[src/rtl/gcd_result_tx.sv]
// rtl/gcd_result_tx.sv - buffered UART transmitter for GCD results; define GCD_TX_PARITY_EN for 8E1 framing
module gcd_result_tx #(
   parameter int DATA_W       = 7,
   parameter int DEPTH        = 4,
   parameter int CLKS_PER_BIT = 868
) (
   input  logic              clk,
   input  logic              rst,
   input  logic [DATA_W-1:0] i_data,
   input  logic              i_data_valid,
   output logic              o_full,
   output logic              o_empty,
   output logic              o_busy,
   output logic              o_tx
);

   localparam int PW = (DEPTH > 1) ? $clog2(DEPTH) : 1;
   localparam int CW = $clog2(DEPTH + 1);
   localparam int BW = (CLKS_PER_BIT > 1) ? $clog2(CLKS_PER_BIT) : 1;
   localparam logic [CW-1:0] COUNT_FULL = CW'(DEPTH);
   localparam logic [BW-1:0] BAUD_LAST  = BW'(CLKS_PER_BIT - 1);

   typedef enum logic [2:0] {
      S_IDLE,
      S_START,
      S_DATA,
`ifdef GCD_TX_PARITY_EN
      S_PARITY,
`endif
      S_STOP
   } state_t;

   logic [DATA_W-1:0] mem [DEPTH];
   logic [PW-1:0]     wr_ptr;
   logic [PW-1:0]     rd_ptr;
   logic [CW-1:0]     count;
   logic              full_r;
   logic              empty_r;
   logic              push;
   logic              pop;
   logic [7:0]        head_byte;

   state_t            state;
   state_t            state_n;
   logic [BW-1:0]     baud;
   logic [BW-1:0]     baud_n;
   logic              baud_last;
   logic [2:0]        bit_idx;
   logic [2:0]        bit_n;
   logic [7:0]        frame_r;
   logic              tx_r;
   logic              tx_n;

   // The count guard covers the cycle where count has reached DEPTH but full_r has not caught up yet.
   assign push      = i_data_valid && !full_r && (count != COUNT_FULL);
   assign baud_last = (baud == BAUD_LAST);

   // Head entry widened to a frame byte; bits above DATA_W are sent as zero.
   always_comb begin
      head_byte = '0;
      head_byte[DATA_W-1:0] = mem[rd_ptr];
   end

   // Buffer storage; contents need no reset because the pointers define validity.
   always_ff @(posedge clk) begin
      if (push) begin
         mem[wr_ptr] <= i_data;
      end
   end

   // Pointers, occupancy and the status flags, which lag count by one edge.
   always_ff @(posedge clk or posedge rst) begin
      if (rst) begin
         wr_ptr  <= '0;
         rd_ptr  <= '0;
         count   <= '0;
         full_r  <= 1'b0;
         empty_r <= 1'b1;
      end else begin
         if (push) begin
            wr_ptr <= wr_ptr + PW'(1);
         end
         if (pop) begin
            rd_ptr <= rd_ptr + PW'(1);
         end
         case ({push, pop})
            2'b10:   count <= count + CW'(1);
            2'b01:   count <= count - CW'(1);
            default: count <= count;
         endcase
         full_r  <= (count == COUNT_FULL);
         empty_r <= (count == '0);
      end
   end

   // Frame sequencing: next state, baud/bit counters and the next line level.
   always_comb begin
      state_n = state;
      baud_n  = baud + BW'(1);
      bit_n   = bit_idx;
      tx_n    = tx_r;
      pop     = 1'b0;
      case (state)
         S_IDLE: begin
            baud_n = '0;
            tx_n   = 1'b1;
            if (!empty_r) begin
               pop     = 1'b1;
               state_n = S_START;
               tx_n    = 1'b0;
            end
         end
         S_START: begin
            if (baud_last) begin
               state_n = S_DATA;
               baud_n  = '0;
               bit_n   = '0;
               tx_n    = frame_r[0];
            end
         end
         S_DATA: begin
            if (baud_last) begin
               baud_n = '0;
               if (bit_idx == 3'd7) begin
`ifdef GCD_TX_PARITY_EN
                  state_n = S_PARITY;
                  tx_n    = ^frame_r;
`else
                  state_n = S_STOP;
                  tx_n    = 1'b1;
`endif
               end else begin
                  bit_n = bit_idx + 3'd1;
                  tx_n  = frame_r[bit_idx + 3'd1];
               end
            end
         end
`ifdef GCD_TX_PARITY_EN
         S_PARITY: begin
            if (baud_last) begin
               state_n = S_STOP;
               baud_n  = '0;
               tx_n    = 1'b1;
            end
         end
`endif
         S_STOP: begin
            if (baud_last) begin
               state_n = S_IDLE;
               baud_n  = '0;
               tx_n    = 1'b1;
            end
         end
         default: begin
            state_n = S_IDLE;
            baud_n  = '0;
            tx_n    = 1'b1;
         end
      endcase
   end

   // State, counters and the line register; reset drives the line high immediately.
   always_ff @(posedge clk or posedge rst) begin
      if (rst) begin
         state   <= S_IDLE;
         baud    <= '0;
         bit_idx <= '0;
         frame_r <= '0;
         tx_r    <= 1'b1;
      end else begin
         state   <= state_n;
         baud    <= baud_n;
         bit_idx <= bit_n;
         tx_r    <= tx_n;
         if (pop) begin
            frame_r <= head_byte;
         end
      end
   end

   assign o_full  = full_r;
   assign o_empty = empty_r;
   assign o_busy  = (state != S_IDLE);
   assign o_tx    = tx_r;

endmodule

[config.mk]
export PLATFORM = sky130hd
export DESIGN_NAME = gcd_result_tx
export DESIGN_NICKNAME = d
export VERILOG_FILES = /design/src/rtl/gcd_result_tx.sv
export SDC_FILE = /design/constraint.sdc
export NUM_CORES = 1
export LEC_CHECK = 0
export ABC_AREA = 1
export ABC_CLOCK_PERIOD_IN_PS = 2300
export CAP_MARGIN = 20
export CELL_PAD_IN_SITES_DETAIL_PLACEMENT = 1
export CELL_PAD_IN_SITES_GLOBAL_PLACEMENT = 1
export CORE_MARGIN = 2
export CORE_UTILIZATION = 35
export CTS_CLUSTER_DIAMETER = 100
export CTS_CLUSTER_SIZE = 8
export DETAILED_ROUTE_END_ITERATION = 8
export PLACE_DENSITY = 0.69
export SLEW_MARGIN = 20
export SYNTH_ARGS = -nofsm -noshare
export SYNTH_HDL_FRONTEND = slang
export SYNTH_SLANG_ARGS = --single-unit
[constraint.sdc]
create_clock -name clk -period 2.3 [get_ports clk]
set_input_delay 0.23 -clock clk [delete_from_list [all_inputs] [get_ports clk]]
set_output_delay 0.23 -clock clk [all_outputs]
set_load 0.05 [all_outputs]
**Word-level counts from Yosys, hierarchy flattened**

Memories as Yosys holds them, arrays and structs flattened. A register that Yosys moved wholly into a read port is not among the register bits.
Cells that the tools add are included.

- Add/subtract/negate cells: 6
- Magnitude comparators: 1
- Equal/unequal tests: 15
- Muxes and demuxes: 24
- Reductions and logical operators: 12

Operator list:

| kind | number |
|---|---|
| 3-bit two-way mux | 7 |
| 10-bit two-way mux | 2 |
| 2-bit != test, second input constant | 6 |
| 3-bit case mux with 2 select lines | 2 |
| 3-bit case mux with 4 select lines | 1 |
| 10-bit by 1-bit adder with 10-bit output, second input constant | 1 |
| 10-bit == test, second input constant | 1 |
| 1-bit two-way mux | 10 |
| 3-bit by 1-bit adder with 3-bit output, second input constant | 2 |
| 3-bit by 2-bit == test with 1-bit output, second input constant | 2 |
| 3-bit == test, second input constant | 2 |
| 3-bit logical NOT | 2 |
| 5-bit AND reduction | 1 |
| 2-bit by 1-bit adder with 2-bit output, second input constant | 2 |
| 3-bit by 4-bit less-than comparator with 1-bit output, second input constant | 1 |
| 1-bit case mux with 4 select lines | 1 |
| 4-bit AND reduction | 1 |
| 2-bit nonzero test | 2 |
| 1-bit binary-select mux with 3-bit select | 1 |
| 3-bit by 1-bit == test with 1-bit output, second input constant | 1 |
| 3-bit != test, second input constant | 1 |
| 3-bit AND reduction | 1 |
| 3-bit nonzero test | 1 |
| 3-bit OR reduction | 1 |
| other kinds (5) | 6 |

- Flip-flop bits (word level): 26
- Memory bits (writable): 28
- Output and inout port bits: 4
- Memories: 1

Memory list:

| memory | words | width | rd ports | clocked after memory_dff | write ports | RTL line | text |
|---|---|---|---|---|---|---|---|
| mem | 4 | 7 | 1 | 1 | 1 | 33 | `logic [DATA_W-1:0] mem [DEPTH];` |

**Logic depth before layout (Yosys ltp)**

- Depth in word-level cells: 6
- Mapped depth: 11

**Worst setup path after synthesis**

No wires, ideal clock.

- Kind: register -> register
- Start point: reg state[0]
- End point: reg count[2]
- Setup time: 131 ps
- Arrival time: 2,244 ps
- Required time: 2,169 ps
- Slack: -75 ps
- Cell stages (with the launch flop): 12
- Period minus slack after synthesis: 2,375 ps
- Path through: dfrtp_1 -> inv_1 -> ha_1 -> inv_1 -> nor2_4 -> buf_4 -> ha_1 -> inv_1 -> fa_1 -> a21oi_1 -> o21ai_0 -> xor2_1

- Cells in the longest elaborated chain, start to end: 4
- Elaborated cells between the ends (all ways): 6

RTL lines:

| element | RTL line | text |
|---|---|---|
| start, declared | 43 | `state_t state;` |
| start signal, assigned | 171 | `state <= state_n;` |
| 3-bit logical NOT (*) | 103 | `case (state)` |
| 1-bit two-way mux (*) | 103 |  |
| via pop | 40 | `logic pop;` |
| 2-bit by 1-bit == test with 1-bit output or 2-bit == test (tied branches) | 86 | `case ({push, pop})` |
| 3-bit case mux with 2 select lines or 2-bit nonzero test (tied branches) | -- |  |
| end signal, assigned | 87 | `2'b10: count <= count + CW'(1);` |
| end signal, assigned | 88 | `2'b01: count <= count - CW'(1);` |
| end signal, assigned | 89 | `default: count <= count;` |
| end, declared | 36 | `logic [CW-1:0] count;` |

Mark *: on every way through the listed nets, which the timed path passes. The rest lies on a longest branch.
A chain may end at the register's enable or synchronous reset.

**Worst setup path after layout**

- Start point: reg state[1]
- End point: out o_busy

- Cells in the longest elaborated chain, start to end: 1

RTL lines:

| element | RTL line | text |
|---|---|---|
| 3-bit nonzero test | 183 | `assign o_busy = (state != S_IDLE);` |
| end, declared | 13 | `output logic o_busy,` |

No other way between the ends.

==> results.yml <==
sta:
  whs_ns: 0.280
  clock.fmax_mhz: 455
  min_period_ns: 2.20
  slew_viol_final: 0
  setup_viol: 0
  grt_setup_unrepaired: "no"
  finalCritPeriodShare_pct: 95.6
  setup_tns_ns: 0
  relSlewSlack_pct: 60.6
  fin_skew_ns: 0.00932
  worst_pin_slew_ns: 0.591
  hold_viol_final: 0
synthesis:
  yosysSeqAreaShare_pct: 59.5
  synth-seq-cells: 60
  synth_edf_count: 28
  ys.flop_type: "dfrtp_1"
  synth_cell_types: 32
  syn_area_sq_um: 2760
  async_flop_share_pct: 53.3
  yosys_warnings: 0
  synthCells: 262
  avgSynthCellArea_sq_um: 10.5
  syn_nets: 285
worst_setup_path:
  cp-end-kind: "primary output"
  cp_data_required_time_ns: 2.07
  worst_setup_path_start_kind: "flip-flop"
  cp.arrival_ns: 1.97
  critPathTopFamily: "buffers and inverters"
  crit_buf_inv: 3
  path_max_fanout: 4
  cp_slowest_cell: "clkdlybuf4s50_1"
  rr_worst_depth: 10
  max_stage_delay_ns: 0.82
  critPathKind: "reg2out"
  cp_cell_sequence: "inv_1 > ha_2 > clkinvlp_4 > clkdlybuf4s50_1"
  worst-path-stages: 4
die:
  num_io_pins: 14
  dieArea_sq_um: 8620
  initial_core_util_pct: 35.9
  die_w_um: 92.8
  core_region_area_sq_um: 7690
  rows: 32
  die_h_um: 92.8
drt:
  viasPerCell: 4.64
  drc: 0
  routedWlPerCell_um: 13.9
  drt_iter0_drc: 59
  drtAntennaViolNets: 0
  routed_wl_um: 5510
  vias: 1837
  dr.pass1.iters: 4
finish:
  post_route_cells_drive_above_1_share_pct: 15.6
  postLayoutCellArea_sq_um: 3260
  fin_nets: 312
  register_area_sq_um: 1640
  fill_cells: 892
  multi_input_area_sq_um: 970
  diodes: 0
  syn2layout_area_growth_pct: 18.0
  final_core_util_pct: 42.4
power:
  power_density_nw_per_um2: 859
  peakVddDrop_v: 0.000471
  p_leak_nw: 1.36
clocking:
  ctsHoldBuffers: 0
  clk_pin_slew_ns: 0.07
  cts_buffer_depth: 2
  cts_sinks: 60
  clk_latency_ns: 0.34
  ctsResizeCount: 0
  postCtsSetupRepairBufs: 0
  cts_tree: "done"
  clock_tree.root_cell: "clkbuf_8"
  cts_made_buffers: 9
  cts.htree.levels: 3
place:
  globalplace.congestion: 0.699
  io_buffers: 13
  placed_area_sq_um: 3060
  post-dp-hpwl_um: 3970
min_path:
  hold_path.class: "in2async"
global_route:
  grt_pass1_vias: 2041
  grt_antenna_before_repair: 0
  grt_pass1_wl_um: 9540
  overflow: 0
  grt_use_total_pct: 14.5
  grt_max_degree: 33
run:
  cap_violations: 0
outcome:
  status: "finished, final reports clean"
layer usage:
| metal | vias to the layer above | wire [um] | global-route usage, % |
|---|---|---|---|
| li1 | 920 | - | - |
| met1 | 888 | 2530 | 18.0 |
| met2 | 23 | 2750 | 24.4 |
| met3 | 6 | 132 | 3.17 |
| met4 | 0 | 96 | 6.25 |
| met5 | - | 0 | 0 |
sequential cells by signal, summed over array words and instances, names as in the netlist:
| signal | count |
|---|---|
| mem | 28 |
| baud | 10 |
| count | 3 |
| state | 2 |
| o_tx | 1 |
| frame_r | 7 |
| rd_ptr | 2 |
| bit_idx | 3 |
| o_full | 1 |
| wr_ptr | 2 |
| o_empty | 1 |
worst paths after layout:
kind | startpoint | to | slack [ns]
worst max-delay path | state[1] | o_busy | 0.10
worst min-delay path | rst | wr_ptr[0] | 0.28
worst max register to register | state[1] | count[2] | 0.26
worst min register to register | count[2] | o_empty | 0.44
max in group asynchronous | rst | o_tx | 1.69
min in group clk | count[2] | o_empty | 0.44
synthesized netlist by cell type, types with 2 or more instances:
cell      count  area [sq um]
nor2_1       33           124
xor2_1        6          52.6
o21ai_1       9          45.0
ha_1         12           150
edfxtp_1     28           841
dfrtp_1      30           751
nand2_2       4          25.0
buf_4         2          15.0
nand3_2       2          20.0
dfstp_2       2          52.6
a21oi_1       9          45.0
o22ai_1       6          37.5
nor2_2        2          12.5
xnor2_1       2          17.5
nand2_1      34           128
o21ai_0      19          95.1
nor3_2        2          20.0
nor3b_1       2          15.0
nor2_4        2          22.5
nand3_1       6          30.0
inv_1        36           135
nor3_1        4          20.0
stage by stage:
stage	power [W]	setup WS, ns	instances
3_5_place_dp	0.00189	0.234	380
4_1_cts	0.00285	0.0721	396
3_3_place_gp	0.00185	0.316	380
6_report	0.00280	0.101	396
5_1_grt	0.00295	0.00891	396
2_1_floorplan	0.00169	-0.0495	262
final cells by class:
| type | instances | share of cell area, % |
|---|---|---|
| Clock buffer | 9 | 3.80 |
| Clock inverter | 7 | 2.30 |
| Multi-Input combinational cell | 162 | 29.8 |
| Tap cell | 102 | 3.92 |
| Inverter | 37 | 4.38 |
| Timing Repair Buffer | 19 | 5.38 |
| Sequential cell | 60 | 50.5 |
report_power, final:
part / total [W] / switching (W) / internal (W)
logic: 0.000475 / 0.000296 / 0.000179
clock network: 0.000945 / 0.000442 / 0.000503
registers: 0.00138 / 0.0000802 / 0.00130
total: 0.00280 / 0.000818 / 0.00198
cell families (layout without fill, tap and decap cells):
logic type                 count (synthesis)  in the layout  share of synthesized area [%]
and+or+nand+nor                           96             96                           17.2
DFF                                       60             60                           59.5
AOI/OAI and AO/OA                         45             45                           8.56
buffers and inverters                     40             72                           5.98
adders and majority gates                 13             13                           6.16
xor gates and xnor gates                   8              8                           2.54
cell usage in the layout, fill, tap and decap left out, types with 2 or more instances in the layout:
| cell | instances |
|---|---|
| nand3_2 | 2 |
| inv_2 | 2 |
| nand3_1 | 6 |
| nor3_1 | 4 |
| nor2_1 | 33 |
| nand2_2 | 4 |
| dfrtp_1 | 30 |
| nor2_4 | 2 |
| inv_1 | 34 |
| dfstp_2 | 2 |
| o22ai_1 | 6 |
| nand2_1 | 34 |
| nor2_2 | 2 |
| nor3b_1 | 2 |
| o21ai_0 | 18 |
| clkinvlp_4 | 4 |
| buf_4 | 6 |
| clkbuf_8 | 9 |
| edfxtp_1 | 28 |
| nor3_2 | 2 |
| ha_1 | 10 |
| xnor2_1 | 2 |
| xor2_1 | 6 |
| a21oi_1 | 9 |
| clkdlybuf4s50_1 | 13 |
| o21ai_1 | 10 |
worst register-to-register path, cell delays in order (launching register included):
cell	delay, ns
dfrtp_1	0.42
inv_1	0.10
ha_2	0.23
clkinvlp_4	0.14
nor2_4	0.15
ha_4	0.14
inv_2	0.04
fa_2	0.35
a21oi_1	0.13
o21ai_1	0.09
xor2_1	0.14
(Power assumes the default switching activity.)
